**src/rtl/path_loader.sv**
```systemverilog
// Runtime-loaded navigation path table with registered prev/cur/next lookup.
// Optional macro PATH_RANGE_CHECK_EN rejects node IDs >= NODES during load.
module path_loader #(
  parameter int DEPTH = 32,
  parameter int NODES = 30
) (
  input  logic       clk_3125k,
  input  logic       rst,
  input  logic       wr_start,
  input  logic       wr_valid,
  input  logic [4:0] wr_node,
  input  logic       wr_last,
  output logic       wr_ready,
  input  logic [7:0] node_count,
  output logic [4:0] node_state,
  output logic [4:0] previous_node,
  output logic [4:0] next_node,
  output logic [5:0] path_len,
  output logic       path_ready,
  output logic       path_err
);

  localparam logic [1:0] S_IDLE = 2'd0;
  localparam logic [1:0] S_LOAD = 2'd1;
  localparam logic [1:0] S_DONE = 2'd2;
  localparam logic [1:0] S_ERR  = 2'd3;

  localparam logic [4:0] NONE     = 5'd31;
  localparam logic [4:0] NODE_LIM = 5'(NODES);
  localparam logic [5:0] LAST_IDX = 6'(DEPTH - 1);

`ifdef PATH_RANGE_CHECK_EN
  localparam bit RANGE_CHK = 1'b1;
`else
  localparam bit RANGE_CHK = 1'b0;
`endif

  logic [1:0] state_q, state_d;
  logic [5:0] len_q, len_d;
  logic [4:0] mem_q [0:DEPTH-1];
  logic       we;
  logic       bad_node;

  logic [4:0] prev_q, prev_d;
  logic [4:0] cur_q, cur_d;
  logic [4:0] next_q, next_d;

  logic [7:0] len8;
  logic [8:0] len9;
  logic [8:0] nc_p1;
  logic [4:0] idx;

  always_comb begin
    state_d  = state_q;
    len_d    = len_q;
    we       = 1'b0;
    bad_node = RANGE_CHK && (wr_node >= NODE_LIM);
    if (wr_start) begin
      state_d = S_LOAD;
      len_d   = '0;
    end else begin
      case (state_q)
        S_LOAD: begin
          if (wr_valid) begin
            if (bad_node) begin
              state_d = S_ERR;
            end else begin
              we    = 1'b1;
              len_d = len_q + 6'd1;
              if (wr_last)
                state_d = S_DONE;
              else if (len_q == LAST_IDX)
                state_d = S_ERR;
            end
          end
        end
        default: ;
      endcase
    end
  end

  // Lookup is evaluated against the current table and registered once.
  always_comb begin
    len8   = {2'b00, len_q};
    len9   = {3'b000, len_q};
    nc_p1  = {1'b0, node_count} + 9'd1;
    idx    = node_count[4:0];
    prev_d = NONE;
    cur_d  = NONE;
    next_d = NONE;
    if (state_q == S_DONE && node_count < len8) begin
      cur_d = mem_q[idx];
      if (node_count != 8'd0)
        prev_d = mem_q[idx - 5'd1];
      if (nc_p1 < len9)
        next_d = mem_q[idx + 5'd1];
    end
  end

  always_ff @(posedge clk_3125k) begin
    if (rst) begin
      state_q <= S_IDLE;
      len_q   <= '0;
      prev_q  <= NONE;
      cur_q   <= NONE;
      next_q  <= NONE;
    end else begin
      state_q <= state_d;
      len_q   <= len_d;
      prev_q  <= prev_d;
      cur_q   <= cur_d;
      next_q  <= next_d;
    end
  end

  always_ff @(posedge clk_3125k) begin
    if (we)
      mem_q[len_q[4:0]] <= wr_node;
  end

  assign wr_ready      = (state_q == S_LOAD);
  assign path_ready    = (state_q == S_DONE);
  assign path_err      = (state_q == S_ERR);
  assign path_len      = len_q;
  assign node_state    = cur_q;
  assign previous_node = prev_q;
  assign next_node     = next_q;

endmodule
```
**config.mk**
```make
export PLATFORM = sky130hd
export DESIGN_NAME = path_loader
export DESIGN_NICKNAME = d
export VERILOG_FILES = /design/src/rtl/path_loader.sv
export SDC_FILE = /design/constraint.sdc
export NUM_CORES = 1
export LEC_CHECK = 0
export CORE_UTILIZATION = 61
export DETAILED_ROUTE_END_ITERATION = 16
export PLACE_DENSITY = 0.87
export SYNTH_ARGS = -nofsm -noshare
export SYNTH_HDL_FRONTEND = slang
export SYNTH_SLANG_ARGS = --single-unit
```
**constraint.sdc**
```tcl
create_clock -name clk_3125k -period 3.36 [get_ports clk_3125k]
set_input_delay 0.504 -clock clk_3125k [delete_from_list [all_inputs] [get_ports clk_3125k]]
set_output_delay 0.504 -clock clk_3125k [all_outputs]
set_load 0.02 [all_outputs]
```
== After elaboration in Yosys (flattened, before gate mapping) ==
Memories as Yosys holds them, arrays and structs flattened. A register that Yosys moved wholly into a read port is not among the register bits.
Index checks and enable logic that the tools add are counted.

* Reduce and logical (&&, ||, !) cells: 13
* Order comparisons: 2
* Bitwise gates (word level): 3
* Muxes and demuxes: 10
* Eq/ne operators: 4
* Divide/modulo/power cells: 0
* Shift-type cells: 0
* Multiply operators: 0
* Add/sub/neg operators: 4

{| class="wikitable"
|+ Operators by type and width
! cell !! number
|-
| 8-bit by 1-bit adder with 9-bit output (second input constant) || 1
|-
| 9-bit by 6-bit < comparator with 1-bit output || 1
|-
| 8-bit by 6-bit < comparator with 1-bit output || 1
|-
| 1-bit 2-to-1 mux || 8
|-
| 8-bit nonzero test || 1
|-
| 6-bit by 1-bit adder with 6-bit output (second input constant) || 1
|-
| 6-bit by 5-bit == test with 1-bit output (second input constant) || 1
|-
| 3-bit AND reduction || 2
|-
| 2-bit nonzero test || 3
|-
| 3-bit OR reduction || 2
|-
| 5-bit by 1-bit adder with 5-bit output (second input constant) || 1
|-
| 5-bit by 1-bit subtractor with 5-bit output (second input constant) || 1
|-
| 2-bit == test (second input constant) || 2
|-
| 2-bit 2-to-1 mux || 2
|-
| 2-bit OR reduction || 2
|-
| 1-bit inverter || 3
|-
| 3-bit nonzero test || 1
|-
| 2-bit by 1-bit == test with 1-bit output (second input constant) || 1
|-
| 2-bit AND reduction || 1
|-
| 1-bit logical AND || 1
|}

* Bits in writable memories: 160
* Input port bits: 18
* Latch bits: 0
* Bits in read-only memories: 0
* Bits in registers: 8
* Logic and storage cells: 40
* Memories kept: 1

{| class="wikitable"
|+ Memories
! name !! depth !! bits a word !! read ports !! clocked after memory_dff !! write ports !! RTL line !! source
|-
| mem_q || 32 || 5 || 3 || 3 || 1 || 40 || <nowiki>logic [4:0] mem_q [0:DEPTH-1];</nowiki>
|}

== Logic depth before layout (Yosys ltp) ==
* Depth in word-level cells: 6
* Depth in mapped cells: 12
* Mapped depth without buffers: 9

== Least setup slack after synthesis ==
OpenSTA, ideal clock, no wires.

* Path kind: input -> register
* Start: input node_count[0]
* End: register next_q[0], in the netlist next_node[0], read port of mem_q
* Data arrival time: 2990 ps
* Required time: 3231 ps
* Path slack: 241 ps
* Stages: 11
* Library setup time: 129 ps
* Cell sequence: buf_6 -> buf_2 -> buf_2 -> inv_2 -> ha_1 -> clkbuf_1 -> clkbuf_1 -> mux4_2 -> mux4_2 -> nand2_1 -> nand4_1

* Cells in the longest elaborated chain, start to end: 4

{| class="wikitable"
|+ Ends and longest elaborated chain
! element !! RTL line !! source
|-
| start: declaration || 14 || <nowiki>input logic [7:0] node_count,</nowiki>
|-
| 8-bit by 1-bit adder with 9-bit output / 8-bit by 6-bit < comparator with 1-bit output (equally long branches) || 86, 91 ||
|-
| 9-bit by 6-bit < comparator with 1-bit output / 1-bit logical AND (equally long branches) || 95, 91 ||
|-
| 1-bit inverter (no line) || - ||
|-
| 3-bit OR reduction (no line) || - ||
|-
| end: declaration || 46 || <nowiki>logic [4:0] next_q, next_d;</nowiki>
|}

Several ways; a longest one is shown, not always the timed one.
A chain may end at the register's enable or synchronous reset.

== Final worst setup path ==
* Start: input node_count[4]
* End: register next_q[3], in the netlist next_node[3], read port of mem_q

The elaborated chain is that of the path after synthesis.

==> results <==
- The total number of placement rows is 46.
- The combinational power share is 12.9%.
- Of the available clock period, the critical path in the final layout requires 72.28%.
- For this design the total switching power over the nets is 1177 uW.
- The upper clock frequency limit is 411.7 MHz.
- At the end of the flow, the number of nets in the layout was 677.
- The routed design has 25150 um of wire.
- The most common cell in the synthesized netlist is edfxtp_1.
- In this run, synthesis inferred 160 flip-flops with an integrated enable.
- The vias after detailed routing is 6347.
- The switching fraction of total power is 23.29%.
- From bottom edge to top edge, the die measures 130.3 um.
- For the worst setup path, the data arrival time is 2.73 ns.
- Setup repair after global routing left no endpoint under its margin.
- The initial cell density of the core is 62.73%.
- The startpoint of the most critical setup path is node_count[4].
- The core area is 16000 um^2.
- The die extent in x is 130.3 um.
- The total power divided by cell area is 446.0 nW/um^2.
- Buffers added to address setup during post-CTS repair amount to 0.
- The clock tree synthesis step divided the H-tree into 4 levels.
- The number of antenna diodes in the final layout is 0.
- The synthesis warning total is 0.
- Summed over all instances, the cell type with the most area after synthesis is edfxtp_1.
- The first-pass detailed-route iteration total is 5.
- The area of the mapped netlist is 10040 um^2.
- The clock sink count is 183.
- The cts-stage hold buffer count is 0.
- Clock-pin slew was measured on the worst setup and hold paths at 0.07 ns.
- The clock tree from TritonCTS is yes.
- The cell internal power dissipation is 3877 uW.
- Counting instances in the post-synthesis netlist gives the leading cell types as edfxtp_1, mux4_2, nor2_1, mux2i_1, nand2_1.
- The largest fanout on the critical path is 11.
- Adding up every negative setup slack in the final design gives 0 ns.
- The overall fraction of global-route tracks in use is 32.20%.
- In the final layout, the multi-input gates occupy 4526 um^2.
- The die area is 16970 um^2.
- The number of clock buffers added by TritonCTS is 17.
- The max-slew violation total from the final report is 0.
- Measured on the finished design, the core utilization comes to 70.82%.
- The global-route wire length before repair is 38140 um.
- The clock latency on the worst-skew pair is 0.43 ns.
- The highest ir drop seen on vdd is 0.3695 mV.
- The count of nets left with antenna violations after detail routing is 0.
- Setup violations remaining at the end of the flow were counted as 0.
- Counting both buffers and inverters, the worst setup path holds a total of 2.
- The library cell contributing the largest single delay on the critical path is clkdlybuf4s50_1.
- The global-route congestion overflow total is 0.
- Walking the worst path, the cells encountered are clkdlybuf4s50_1 > xor2_1 > inv_2 > ha_1 > a21o_1 > a211oi_1 > and3_1 > nand4_1.
- The total cell area at the placement stage is 10750 um^2.
- The worst setup path endpoint is next_node[3]$_SDFF_PP1_.
- In this run, distinct cell masters in the synthesized netlist total 41.
- The number of nets in the synthesized netlist is 632.
- The post-route netlist has 31.40% of its cells at a drive strength greater than 1.
- The cell count after synthesis came out at 598.
- The final standard cell area without fillers is 11330 um^2.
- The number of endpoints with negative hold slack in the final report is 0.
- The worst setup path is of the in -> reg kind.
- The library cell used as clock root buffer is clkbuf_16.
- The area used by sequential logic in the layout is 5265 um^2.
- For this run, asynchronously set or reset flops after synthesis account for 0%.
- The flow ran to the end, and the final reports show no timing, DRC or antenna violations.
- In this run the tightest slew margin relative to its limit is 23.11%.
- The number of cells on the critical path is 8.
- The top cell type's share of synthesized area is 47.87%.
- The number of global-route vias before repair is 6200.
- The I/O pin count is 42.
- From synthesis to final layout, the design area changed by 12.90%.
- The layout has 1000 filler cells.
- The portion of the post-synthesis area used by sequential elements is 52.46%.
- The HPWL after detailed placement is 17460 um.
- STA classifies the critical path endpoint as a register.
- The kind of start point of the critical path is an input pin.
- The final estimated routing congestion in global placement is 0.8881.
- The leakage power is 0.003719 uW.
- The count of routing violations after the opening detailed-route iteration is 946.
- Yosys attributes the largest share of cell area to edfxtp_1, mux4_2, mux2i_1, dfxtp_1, ha_1.
- The delay contributed by the slowest stage of the critical path is 0.69 ns.
- The clock period could shrink to 2.429 ns.
- The initial antenna violation count was 0.
- In the routed layout, each cell is associated on average with a via count of 7.279.
- Setup slack on the worst reg-to-reg path comes out at 1.03 ns.
- The transition at the pin with the smallest max-transition slack is 1.150 ns.
- Data on the critical path is required at its endpoint by 3.66 ns.
- The post-route DRC violation count is 0.
- The top flip-flop cell by instance count after synthesis is edfxtp_1.
- The worst register-to-register path begins at state_q[0]$_SDFFE_PP0P_.
- On the critical path the largest part of the delay comes from buffers and inverters.
- The post-cts gate resize count is 0.
- The pin count of the biggest net entering global routing is 64.
- The depth of the most critical reg-to-reg path is 5.
- The count of max-cap constraint violations is 0.
- The class of the tightest hold or removal check is reg -> reg.
- The quantity of I/O buffers inserted on ports is 41.
- The wire length per cell is 28.84 um.
- Between clock sinks in the finished design, the worst skew comes to 0.007910 ns.
- The part of the total power dissipated in sequential elements is 49.0%.
- The share of total power dissipated in the clock network is 38.2%.
- In this run the critical register-to-register path is captured at mem_q[26][4]$_DFFE_PP_.
- The buffer depth of the longest clock path is 2.
- Synthesis inferred 183 register bits.
- The average instance area after synthesis is 16.78 um^2.
- The final total power is 5054 uW.
## cell usage in the layout, fill, tap and decap left out, types with 7 or more instances in the layout
| cell | Yosys | final |
|---|---|---|
| a21oi_1 | 14 | 14 |
| buf_4 | 2 | 22 |
| clkbuf_16 | 0 | 19 |
| clkdlybuf4s50_1 | 0 | 38 |
| dfxtp_1 | 23 | 23 |
| edfxtp_1 | 160 | 160 |
| ha_1 | 16 | 15 |
| mux2i_1 | 47 | 47 |
| mux4_2 | 130 | 130 |
| nand2_1 | 26 | 26 |
| nand3_1 | 12 | 12 |
| nand4_1 | 8 | 8 |
| nor2_1 | 50 | 50 |
| o21ai_1 | 7 | 7 |
| o22ai_1 | 10 | 10 |
## through the flow
step	instances	setup WS [ns]	hold slack [ns]
after global placement	840	0.6280	0.4729
after global routing	872	0.7531	0.5292
after floorplan	598	0.2409	0.4555
after CTS	872	0.9496	0.4973
after detailed placement	840	0.5513	0.4869
final	872	0.9313	0.4993
## cells by family (layout without fill, tap and decap cells)
family                   count (synthesis)  in the layout  synth area share, %
flip-flops                             183            183                52.46
XOR/XNOR                                10             10                1.060
adder cells (fa/ha/maj)                 16             16                1.994
multiplexers                           180            180                34.19
AO/OA/AOI/OAI                           41             41                2.394
buffers and inverters                   53            111                2.730
AND/OR/NAND/NOR                        115            115                5.173
## per-layer routing
| layer | track usage, % | up-vias | part of all wire [%] |
|---|---|---|---|
| li1 | - | 2562 | - |
| met1 | 44.43 | 3235 | 36 |
| met2 | 51.28 | 477 | 49 |
| met3 | 5.822 | 73 | 11 |
| met4 | 13.47 | 0 | 3.2 |
| met5 | 0 | - | 0 |
## area by class of cell
class / instances / area share (%)
inverters: 12 / 0.3975
repair buffers: 67 / 5.708
flip-flops and latches: 183 / 46.46
multi-input cells: 362 / 39.94
clock buffers: 23 / 4.593
well taps: 216 / 2.385
clock inverters: 9 / 0.5189
## worst min path at each step
stage,from,endpoint,slack [ns],cells after the start
after floorplan,state_q[1]$_SDFFE_PP0P_,state_q[1]$_SDFFE_PP0P_,0.46,2
after global placement,state_q[1]$_SDFFE_PP0P_,state_q[1]$_SDFFE_PP0P_,0.47,2
after detailed placement,state_q[1]$_SDFFE_PP0P_,state_q[1]$_SDFFE_PP0P_,0.49,2
after CTS,state_q[1]$_SDFFE_PP0P_,state_q[1]$_SDFFE_PP0P_,0.50,2
after global routing,state_q[1]$_SDFFE_PP0P_,state_q[1]$_SDFFE_PP0P_,0.53,2
final,state_q[1]$_SDFFE_PP0P_,state_q[1]$_SDFFE_PP0P_,0.50,2
## worst reg2reg max path, delay by kind of cell, from the launching register on
family / cells / cell delay (ns)
simple gates: 5 / 1.59
flops: 1 / 0.38
## power groups by stage
stage | Combinational [uW] | Sequential, uW | Clock [uW]
floorplan | 449 | 2520 | 0
global placement | 620 | 2520 | 0
detailed placement | 637 | 2520 | 0
CTS | 642 | 2480 | 1930
global route | 686 | 2470 | 2010
finish | 651 | 2480 | 1930
## sequential cells by signal, indices dropped and copies added, names as in the netlist
name	flops
mem_q	160
next_node	5
node_state	5
path_len	6
previous_node	5
state_q	2
No activity file was read; power rests on OpenSTA's default activity.
